<file path="config.mk">
export PLATFORM = sky130hd
export DESIGN_NAME = chipper_router_p
export DESIGN_NICKNAME = d
export VERILOG_FILES = /design/src/rtl/chipper_router_p.sv
export SDC_FILE = /design/constraint.sdc
export NUM_CORES = 1
export LEC_CHECK = 0
export CORE_ASPECT_RATIO = 1.5
export CORE_MARGIN = 2
export CORE_UTILIZATION = 30
export DETAILED_ROUTE_END_ITERATION = 8
export GPL_ROUTABILITY_DRIVEN = 0
export GPL_TIMING_DRIVEN = 0
export SKIP_LAST_GASP = 1
export SYNTH_ARGS = -nofsm -noshare
export SYNTH_HDL_FRONTEND = slang
export SYNTH_SLANG_ARGS = --single-unit
</file>
<file path="constraint.sdc">
create_clock -name clk -period 26.1 [get_ports clk]
set_clock_uncertainty 0.1 [all_clocks]
set_input_delay 5.22 -clock clk [delete_from_list [all_inputs] [get_ports clk]]
set_output_delay 5.22 -clock clk [all_outputs]
set_load 0.02 [all_outputs]
</file>
<file path="src/rtl/chipper_router_p.sv">
// Bufferless 5-port deflection router: stage 1 ejects the oldest local flit and
// injects from the local port, stage 2 routes slots oldest-first onto N/E/S/W.
module chipper_router_p #(
  parameter  int DATA_W = 3,
  parameter  int X_W    = 2,
  parameter  int Y_W    = 2,
  parameter  int AGE_W  = 2,
  parameter  int MY_X   = 1,
  parameter  int MY_Y   = 1,
  localparam int FLIT_W = 1 + AGE_W + X_W + Y_W + DATA_W
) (
  input  logic              clk,
  input  logic              rst,
  input  logic [FLIT_W-1:0] nin,
  input  logic [FLIT_W-1:0] ein,
  input  logic [FLIT_W-1:0] sin,
  input  logic [FLIT_W-1:0] win,
  input  logic [FLIT_W-1:0] lin,
  output logic              lin_ready,
  output logic [FLIT_W-1:0] nout,
  output logic [FLIT_W-1:0] eout,
  output logic [FLIT_W-1:0] sout,
  output logic [FLIT_W-1:0] wout,
  output logic [FLIT_W-1:0] lout,
  output logic [15:0]       deflect_cnt
);

  localparam int Y_LSB = DATA_W;
  localparam int X_LSB = DATA_W + Y_W;
  localparam int A_LSB = X_LSB + X_W;
  localparam int V_BIT = FLIT_W - 1;

  localparam logic [X_W-1:0] MY_XL = MY_X[X_W-1:0];
  localparam logic [Y_W-1:0] MY_YL = MY_Y[Y_W-1:0];

  localparam logic [1:0] P_N = 2'd0;
  localparam logic [1:0] P_E = 2'd1;
  localparam logic [1:0] P_S = 2'd2;
  localparam logic [1:0] P_W = 2'd3;

  function automatic logic f_vld(input logic [FLIT_W-1:0] f);
    return f[V_BIT];
  endfunction

  function automatic logic [AGE_W-1:0] f_age(input logic [FLIT_W-1:0] f);
    return f[A_LSB +: AGE_W];
  endfunction

  function automatic logic [X_W-1:0] f_x(input logic [FLIT_W-1:0] f);
    return f[X_LSB +: X_W];
  endfunction

  function automatic logic [Y_W-1:0] f_y(input logic [FLIT_W-1:0] f);
    return f[Y_LSB +: Y_W];
  endfunction

  function automatic logic f_local(input logic [FLIT_W-1:0] f);
    return (f_x(f) == MY_XL) && (f_y(f) == MY_YL);
  endfunction

  function automatic logic [FLIT_W-1:0] f_set_age(input logic [FLIT_W-1:0] f,
                                                  input logic [AGE_W-1:0] a);
    logic [FLIT_W-1:0] r;
    r = f;
    r[A_LSB +: AGE_W] = a;
    return r;
  endfunction

  function automatic logic [AGE_W-1:0] f_age_sat_inc(input logic [AGE_W-1:0] a);
    return (a == {AGE_W{1'b1}}) ? a : a + 1'b1;
  endfunction

  function automatic logic [15:0] f_cnt_sat_add(input logic [15:0] c, input logic [2:0] n);
    logic [16:0] s;
    s = {1'b0, c} + {14'd0, n};
    return s[16] ? 16'hFFFF : s[15:0];
  endfunction

  logic [FLIT_W-1:0] w_in [4];
  assign w_in[0] = nin;
  assign w_in[1] = ein;
  assign w_in[2] = sin;
  assign w_in[3] = win;

  // ---- stage 1: eject oldest local flit, inject local flit into a free slot ----
  logic              w_ej_hit;
  logic [1:0]        w_ej_idx;
  logic [2:0]        w_nvld;
  logic [2:0]        w_occ;
  logic              w_inj;
  logic [FLIT_W-1:0] w_slot_p0 [4];
  logic [FLIT_W-1:0] w_lout_p0;

  always_comb begin
    w_ej_hit = 1'b0;
    w_ej_idx = 2'd0;
    w_nvld   = 3'd0;
    for (int i = 0; i < 4; i++) begin
      w_nvld = w_nvld + {2'b0, f_vld(w_in[i])};
      if (f_vld(w_in[i]) && f_local(w_in[i]) &&
          (!w_ej_hit || (f_age(w_in[i]) > f_age(w_in[w_ej_idx])))) begin
        w_ej_hit = 1'b1;
        w_ej_idx = i[1:0];
      end
    end
    w_occ = w_nvld - {2'b0, w_ej_hit};
  end

  assign lin_ready = ~rst & (w_occ != 3'd4);
  assign w_inj     = f_vld(lin) & lin_ready;

  always_comb begin
    logic v_placed;
    v_placed  = 1'b0;
    w_lout_p0 = w_ej_hit ? w_in[w_ej_idx] : '0;
    for (int i = 0; i < 4; i++) begin
      w_slot_p0[i] = w_in[i];
      if (w_ej_hit && (w_ej_idx == i[1:0]))
        w_slot_p0[i] = '0;
      if (w_inj && !v_placed && !f_vld(w_slot_p0[i])) begin
        w_slot_p0[i] = f_set_age(lin, '0);
        v_placed     = 1'b1;
      end
    end
  end

  // ---- stage 2: oldest-first port allocation with deflection ----
  logic [FLIT_W-1:0] r_slot_p1 [4];
  logic [FLIT_W-1:0] r_lout_p1;
  logic [1:0]        w_rank [4];
  logic [FLIT_W-1:0] w_out_p1 [4];
  logic [2:0]        w_ndef;

  // Rank = number of valid slots that win priority over this one (older, or same age and lower index).
  always_comb begin
    for (int s = 0; s < 4; s++) begin
      w_rank[s] = 2'd0;
      for (int t = 0; t < 4; t++) begin
        if ((t != s) && f_vld(r_slot_p1[t]) &&
            ((f_age(r_slot_p1[t]) > f_age(r_slot_p1[s])) ||
             ((f_age(r_slot_p1[t]) == f_age(r_slot_p1[s])) && (t < s))))
          w_rank[s] = w_rank[s] + 2'd1;
      end
    end
  end

  always_comb begin
    logic [3:0]        v_free;
    logic              v_xok;
    logic              v_yok;
    logic              v_got;
    logic [1:0]        v_xp;
    logic [1:0]        v_yp;
    logic [1:0]        v_sel;
    logic [FLIT_W-1:0] v_f;
    v_free = 4'hF;
    v_xok  = 1'b0;
    v_yok  = 1'b0;
    v_got  = 1'b0;
    v_xp   = P_E;
    v_yp   = P_N;
    v_sel  = P_N;
    v_f    = '0;
    w_ndef = 3'd0;
    for (int p = 0; p < 4; p++) w_out_p1[p] = '0;
    for (int r = 0; r < 4; r++) begin
      for (int s = 0; s < 4; s++) begin
        if (f_vld(r_slot_p1[s]) && (w_rank[s] == r[1:0])) begin
          v_f   = r_slot_p1[s];
          v_xok = (f_x(v_f) != MY_XL);
          v_xp  = (f_x(v_f) > MY_XL) ? P_E : P_W;
          v_yok = (f_y(v_f) != MY_YL);
          v_yp  = (f_y(v_f) < MY_YL) ? P_N : P_S;
          v_got = 1'b0;
          v_sel = P_N;
          if (v_xok && v_free[v_xp]) begin
            v_got = 1'b1;
            v_sel = v_xp;
          end else if (v_yok && v_free[v_yp]) begin
            v_got = 1'b1;
            v_sel = v_yp;
          end
          // At most four valid slots, so a free port always remains here.
          if (!v_got) begin
            for (int p = 3; p >= 0; p--)
              if (v_free[p]) v_sel = p[1:0];
            v_f    = f_set_age(v_f, f_age_sat_inc(f_age(v_f)));
            w_ndef = w_ndef + 3'd1;
          end
          v_free[v_sel]   = 1'b0;
          w_out_p1[v_sel] = v_f;
        end
      end
    end
  end

  // ---- stage 2 outputs ----
  logic [FLIT_W-1:0] r_out_p2 [4];
  logic [15:0]       r_defl_cnt;

  always_ff @(posedge clk or posedge rst) begin
    if (rst) begin
      for (int i = 0; i < 4; i++) begin
        r_slot_p1[i] <= '0;
        r_out_p2[i]  <= '0;
      end
      r_lout_p1  <= '0;
      r_defl_cnt <= '0;
    end else begin
      for (int i = 0; i < 4; i++) begin
        r_slot_p1[i] <= w_slot_p0[i];
        r_out_p2[i]  <= w_out_p1[i];
      end
      r_lout_p1  <= w_lout_p0;
      r_defl_cnt <= f_cnt_sat_add(r_defl_cnt, w_ndef);
    end
  end

  assign nout        = r_out_p2[0];
  assign eout        = r_out_p2[1];
  assign sout        = r_out_p2[2];
  assign wout        = r_out_p2[3];
  assign lout        = r_lout_p1;
  assign deflect_cnt = r_defl_cnt;

endmodule

</file>
==> qor.csv, run 1 <==
stage,metric,value,unit
grt,grt_max_degree,68,
grt,globalRouteTotalUtil,0.253,
worst_setup_path,path_class,flip-flop to flip-flop,
sta,rsz0062_at_grt,no,
grt,grt_overflow,0,
pwr,leakage,6.40,nW
cells_and_area,final_cells,2500,
routing,routed_wl,63.2,mm
worst_setup_path,critPathMaxStageDelay,1.12,ns
grt,grt_pass1_wl,95.1,mm
cells_and_area,final_nets,2008,
grt,grt_pass1_vias,16100,
clock_tree,clock_path_buffers,2,
worst_setup_path,crit_top_cell,nor2_1,
grt,grt_use_met2,0.414,
clock_tree,tritoncts,yes,
flow_run,drv_cap,0,
routing,routedWlPerCell,25.3,µm
sta,finalCriticalPeriod,19.95,ns
routing,drc,6,
logic_synthesis,synth_ff_type,dfrtp_1,
cells_and_area,drive_gt1_frac,0.0915,
run_status,status,finished with violations,
clock_tree,cts_buffers,9,
worst_setup_path,end_kind,flip-flop,
sta,holdWs,0.451,ns
floorplanning,fp.dieArea,48200,µm²
floorplanning,core_area,45800,µm²
logic_synthesis,synth_mux_area_frac,0.0446,
worst_setup_path,r2r-start,r_slot_p1[37],
clock_tree,cts_setup_buffers,0,
sta,hold_viol,0,
logic_synthesis,synth_edf_count,0,
logic_synthesis,syn_avg_cell_area,7.83,µm²
worst_setup_path,arrival,20.17,ns
cells_and_area,final_common_cell,nand2_1,
placed_design,place_area,15800,µm²
worst_setup_path,crit_buf_inv,6,
pwr,powerDensity,89.6,nW/µm²
clock_tree,htree_num_levels,3,
cells_and_area,antenna_cells,0,
floorplanning,start_util,0.304,
min_path,holdCritStartpoint,deflect_cnt[5],
logic_synthesis,synth_cells,1777,
worst_setup_path,slowest_stage,nor3_1,
logic_synthesis,synthAdderAreaFrac,0.0457,
clock_tree,clk_pin_slew,0.08,ns
sta,setup_tns,0,ns
sta,worst_slack,6.15,ns
grt,antenna_found_initial,1,
logic_synthesis,ys_async_sr_fraction,1.00,
clock_tree,cts_sinks,106,
grt,busiest_layer,met2,
grt,met3_usage,0.0657,
worst_setup_path,cp-start-kind,flip-flop,
logic_synthesis,ys_ff_latch,106,
sta,drv_slew,0,
grt,grtUsageMet1,0.275,
clock_tree,clk_latency,0.39,ns
cells_and_area,layout_common_cells,"232 x nand2_1, 117 x a221o_1, 116 x clkdlybuf4s50_1, 110 x nor2_1, 106 x dfrtp_1",
logic_synthesis,synth_compound_area_frac,0.411,
run_status,violations,design-rule violations,
floorplanning,die_w,180,µm
floorplanning,rows,96,
worst_setup_path,cp_top_family,compound AO/OA/AOI/OAI gates,
logic_synthesis,yosys.area_share.simple,0.227,
pwr,vdd_ir_drop_max,0.0365,mV
routing,first_iter_violations,2370,
cells_and_area,stdcell_area,16200,µm²
routing,num_vias,16600,
routing,first_pass_iters,9,
sta,fmax,50.1,MHz
logic_synthesis,yosysWarnings,0,
logic_synthesis,ys_seq_area_frac,0.191,
min_path,hold_path.class,flip-flop to flip-flop,
placed_design,dp_cells,2483,
sta,tightest_slew,1.39,ns
clock_tree,postCtsHoldBufs,0,
floorplanning,die_h,268,µm
sta,final-setup-viol-count,0,
placed_design,hpwl,49.3,mm
worst_setup_path,startpoint,r_slot_p1[37],
routing,antenna_left,0,
logic_synthesis,synth_xor_area_frac,0.0233,
placed_design,io_buffers,116,
floorplanning,ios,119,
logic_synthesis,synth_cell_types,123,
logic_synthesis,synth_top_family_by_area,compound AO/OA/AOI/OAI gates,
clock_tree,cts_resized,0,
worst_setup_path,cp_max_fo,10,
worst_setup_path,crit_required,26.33,ns
sta,slew_headroom,0.0657,
clock_tree,root_buffer,clkbuf_16,
routing,avgViaCountPerCell,6.63,
cells_and_area,syn2layout_area_growth,16.2,%
placed_design,place_ws,6.74,ns
sta,fin_crit_sh,0.764,
logic_synthesis,synth_area,13900,µm²
[per-stage QoR]
step / power, mW / utilization
2_1_floorplan: 0.960 / -
3_3_place_gp: 1.24 / 0.346
3_5_place_dp: 1.26 / 0.346
4_1_cts: 1.41 / 0.353
5_1_grt: 1.53 / 0.353
6_report: 1.45 / 0.353
[registers in the layout (all words and copies together) (netlist names)]
| name | count |
|---|---|
| wout | 10 |
| nout | 10 |
| r_slot_p1 | 40 |
| sout | 10 |
| deflect_cnt | 16 |
| eout | 10 |
| lout | 10 |
[cell usage after synthesis (27+ instances only)]
library cell,n,share of area
a21oi_1,85,0.031
a221o_1,117,0.084
a221oi_1,36,0.023
and2_1,33,0.015
clkbuf_1,56,0.015
dfrtp_1,106,0.19
ha_1,46,0.041
inv_1,84,0.023
mux2_2,28,0.023
nand2_1,232,0.063
nand2b_1,32,0.014
nand3_1,56,0.020
nor2_1,110,0.030
nor3_1,41,0.015
o211ai_1,27,0.015
o21ai_0,104,0.037
o221ai_1,37,0.023
[layer usage]
metal | routed length (µm) | vias up
met3 | 6830 | 418
met4 | 6440 | 2
li1 | - | 7229
met2 | 28300 | 1277
met5 | 8 | -
met1 | 21600 | 7656
[power breakdown]
part           switching [mW]  internal (mW)
combinational           0.694          0.391
sequential             0.0180          0.199
clock                  0.0766         0.0697
total                   0.789          0.660
[logic make-up (layout without fill, tap and decap cells)]
family                     count (synthesis)  count (layout)
AOI/OAI and AO/OA                        704             704
and+or+nand+nor                          631             631
buffers and inverters                    191             325
DFF                                      106             106
muxes                                     58              58
adders and majority gates                 49              49
xor gates and xnor gates                  37              37
other                                      1               2
[tightest hold or removal path: cells and delay by family (launching register included)]
family,cells,cell delay [ns]
DFF,1,0.38
and+or+nand+nor,1,0.05
xor gates and xnor gates,1,0.08
[area by class of cell]
type,instances,area (µm²)
plain buffers,105,470
flip-flops and latches,106,2650
multi-input cells,1481,10500
fillers,4751,29600
inverters,86,325
repair buffers,118,1190
clock buffers,9,225
clock inverters,7,88.8
well taps,588,736
[final timing paths]
check,depth (start not counted),slack (ns),end
worst min register to register,2,0.45,deflect_cnt[5]
max in group asynchronous,3,19.89,sout[5]
worst min-delay path,2,0.45,deflect_cnt[5]
worst max register to register,57,6.15,deflect_cnt[1]
min in group asynchronous,2,5.30,lout[2]
worst max-delay path,57,6.15,deflect_cnt[1]
(Power assumes the default switching activity.)
==> run 2, diff against run 1 <==
==> constraint.sdc (replaced) <==
create_clock -name clk -period 18.2 [get_ports clk]
set_clock_uncertainty 0.1 [all_clocks]
set_input_delay 3.64 -clock clk [delete_from_list [all_inputs] [get_ports clk]]
set_output_delay 3.64 -clock clk [all_outputs]
set_load 0.02 [all_outputs]
==> run 2 against run 1 <==
Effect of this change:
- total power grew 48%
- cell area grew 2.5%
- cell count grew 0.64%
- the flow still finishes with violations (design-rule violations)
==> qor.csv, run 2 (same netlist as run 1, synthesis figures left out) <==
stage,metric,value,unit,change
routing,drc,20,,was 6
floorplanning,rows,96,,unchanged
floorplanning,core_area,45800,µm²,unchanged
worst_setup_path,crit_buf_inv,7,,was 6
routing,routedWlPerCell,25.3,µm,about the same
routing,routed_wl,63.5,mm,was 63.2 mm
cells_and_area,fillers,4718,,"was 4,751"
cells_and_area,final_nets,2024,,"was 2,008"
clock_tree,clock_path_buffers,2,,unchanged
grt,grt_pass1_wl,95.3,mm,was 95.1 mm
worst_setup_path,slowest_stage,or4_1,,was nor3_1
placed_design,dp_cells,2483,,unchanged
worst_setup_path,end_kind,flip-flop,,unchanged
sta,worst_slack,0.609,ns,was 6.15 ns
grt,grt_use_met2,0.413,,was 0.414
grt,grt_pass1_vias,16100,,about the same
grt,antenna_found_initial,2,,was 1
sta,finalCriticalPeriod,17.59,ns,was 19.95 ns
placed_design,io_buffers,116,,unchanged
clock_tree,cts_sinks,106,,unchanged
worst_setup_path,startpoint,r_slot_p1[28],,was r_slot_p1[37]
cells_and_area,multi_input_area,10800,µm²,"was 10,500 µm²"
clock_tree,clk_pin_slew,0.08,ns,about the same
routing,first_pass_iters,9,,unchanged
worst_setup_path,arrival,17.81,ns,was 20.17 ns
floorplanning,fp.dieArea,48200,µm²,unchanged
placed_design,hpwl,49.3,mm,unchanged
worst_setup_path,cp_max_fo,10,,unchanged
worst_setup_path,path_class,flip-flop to flip-flop,,unchanged
worst_setup_path,cp-start-kind,flip-flop,,unchanged
pwr,vdd_ir_drop_max,0.0516,mV,was 0.0365 mV
pwr,powerDensity,129,nW/µm²,was 89.6 nW/µm²
sta,setup_tns,0,ns,unchanged
sta,fmax,56.8,MHz,was 50.1 MHz
placed_design,place_ws,-1.16,ns,was 6.74 ns
pwr,power.switching,1.17,mW,was 0.789 mW
clock_tree,cts_buffers,9,,unchanged
floorplanning,ios,119,,unchanged
clock_tree,postCtsHoldBufs,0,,unchanged
worst_setup_path,r2r-start,r_slot_p1[28],,was r_slot_p1[37]
routing,avgViaCountPerCell,6.66,,was 6.63
grt,grt_overflow,0,,unchanged
pwr,pwr-share-comb,0.757,,was 0.749
cells_and_area,syn2layout_area_growth,19.1,%,was 16.2%
run_status,status,finished with violations,,unchanged
sta,tightest_slew,1.42,ns,was 1.39 ns
cells_and_area,final_cells,2516,,"was 2,500"
cells_and_area,final_common_cell,nand2_1,,unchanged
sta,holdWs,0.451,ns,about the same
clock_tree,root_buffer,clkbuf_16,,unchanged
sta,fin_crit_sh,0.967,,was 0.764
routing,num_vias,16800,,"was 16,600"
sta,hold_viol,0,,unchanged
sta,slew_headroom,0.0464,,was 0.0657
pwr,p_clk_frac,0.097,,was 0.101
pwr,leakage,6.53,nW,was 6.40 nW
cells_and_area,layout.area.seq,2650,µm²,unchanged
cells_and_area,antenna_cells,0,,unchanged
grt,grt_max_degree,68,,unchanged
grt,met3_usage,0.0686,,was 0.0657
run_status,violations,design-rule violations,,unchanged
floorplanning,die_h,268,µm,unchanged
sta,drv_slew,0,,unchanged
min_path,hold_path.class,flip-flop to flip-flop,,unchanged
pwr,switching_share,0.545,,was 0.544
grt,grtUsageMet1,0.276,,was 0.275
pwr,seq_power_share,0.145,,was 0.150
worst_setup_path,critPathMaxStageDelay,0.62,ns,was 1.12 ns
floorplanning,die_w,180,µm,unchanged
cells_and_area,largest_reg_flops,40,,unchanged
cells_and_area,drive_gt1_frac,0.117,,was 0.0915
pwr,intPower,0.973,mW,was 0.660 mW
sta,final-setup-viol-count,0,,unchanged
clock_tree,htree_num_levels,3,,unchanged
floorplanning,start_util,0.304,,unchanged
pwr,finalPower,2.14,mW,was 1.45 mW
routing,antenna_left,0,,unchanged
routing,first_iter_violations,2279,,"was 2,370"
grt,busiest_layer,met2,,unchanged
flow_run,drv_cap,0,,unchanged
worst_setup_path,cp_top_family,compound AO/OA/AOI/OAI gates,,unchanged
clock_tree,tritoncts,yes,,unchanged
worst_setup_path,crit_required,18.42,ns,was 26.33 ns
grt,globalRouteTotalUtil,0.254,,was 0.253
min_path,holdCritStartpoint,deflect_cnt[5],,unchanged
clock_tree,clk_latency,0.39,ns,about the same
cells_and_area,largest-register,r_slot_p1,,unchanged
cells_and_area,layout_common_cells,"232 x nand2_1, 117 x a221o_1, 116 x clkdlybuf4s50_1, 109 x nor2_1, 106 x dfrtp_1",,"was 232 x nand2_1, 117 x a221o_1, 116 x clkdlybuf4s50_1, 110 x nor2_1, 106 x dfrtp_1"
[run 2: changes by cell type in the layout (fill, tap and decap cells not counted), moves of 3 or more]
cell      change
a211oi_1      -3
a21oi_1       -4
a21oi_2       +3
buf_4        +16
nor3_1        -4
nor3_4        +3
nor4_1        -3
nor4_4        +3
o21ai_2       +3
[run 2: tightest hold or removal path: stages, from the launching register on]
cell and delay (ns):
dfrtp_1 0.38, xnor2_1 0.08, nand2_1 0.05
[run 2: through the flow]
stage                util  instance area (µm²)
global route        0.362                16600
global placement    0.346                15800
finish              0.362                16600
CTS                 0.354                16200
detailed placement  0.346                15800
floorplan               -                13900
[run 2: final timing paths]
check	cells after the start	slack, ns	endpoint
max	61	0.61	deflect_cnt[6]
min	2	0.45	deflect_cnt[5]
max reg2reg	61	0.61	deflect_cnt[6]
min reg2reg	2	0.45	deflect_cnt[5]
max in group asynchronous	3	13.57	sout[5]
min in group asynchronous	2	3.71	lout[2]
[run 2: layout make-up]
class / count / area share
Clock buffer: 9 / 0.0136
Inverter: 86 / 0.0196
Clock inverter: 7 / 0.00536
Buffer: 105 / 0.0285
Multi-Input combinational cell: 1481 / 0.650
Sequential cell: 106 / 0.160
Tap cell: 588 / 0.0444
Timing Repair Buffer: 134 / 0.0789
[run 2: metal layers]
metal	wire length, µm	part of all wire
met3	6630	0.10
met2	28400	0.45
met4	6540	0.10
met1	22000	0.35
met5	13	0.00020
[run 2: power groups by stage]
stage               sequential (mW)  clock (mW)  combinational, mW
finish                        0.311       0.209               1.62
global route                  0.316       0.229               1.72
CTS                           0.311       0.217               1.50
detailed placement            0.316           0               1.49
global placement              0.316           0               1.46
floorplan                     0.362           0               1.01
[run 2: what timing repair did]
| action | 4_1_cts | 5_1_grt |
|---|---|---|
| endpoints found under the setup margin | 16 | 16 |
| buffers inserted | 0 | 17 |
| pin swaps | 0 | 13 |
| gates resized for setup | 11 | 45 |
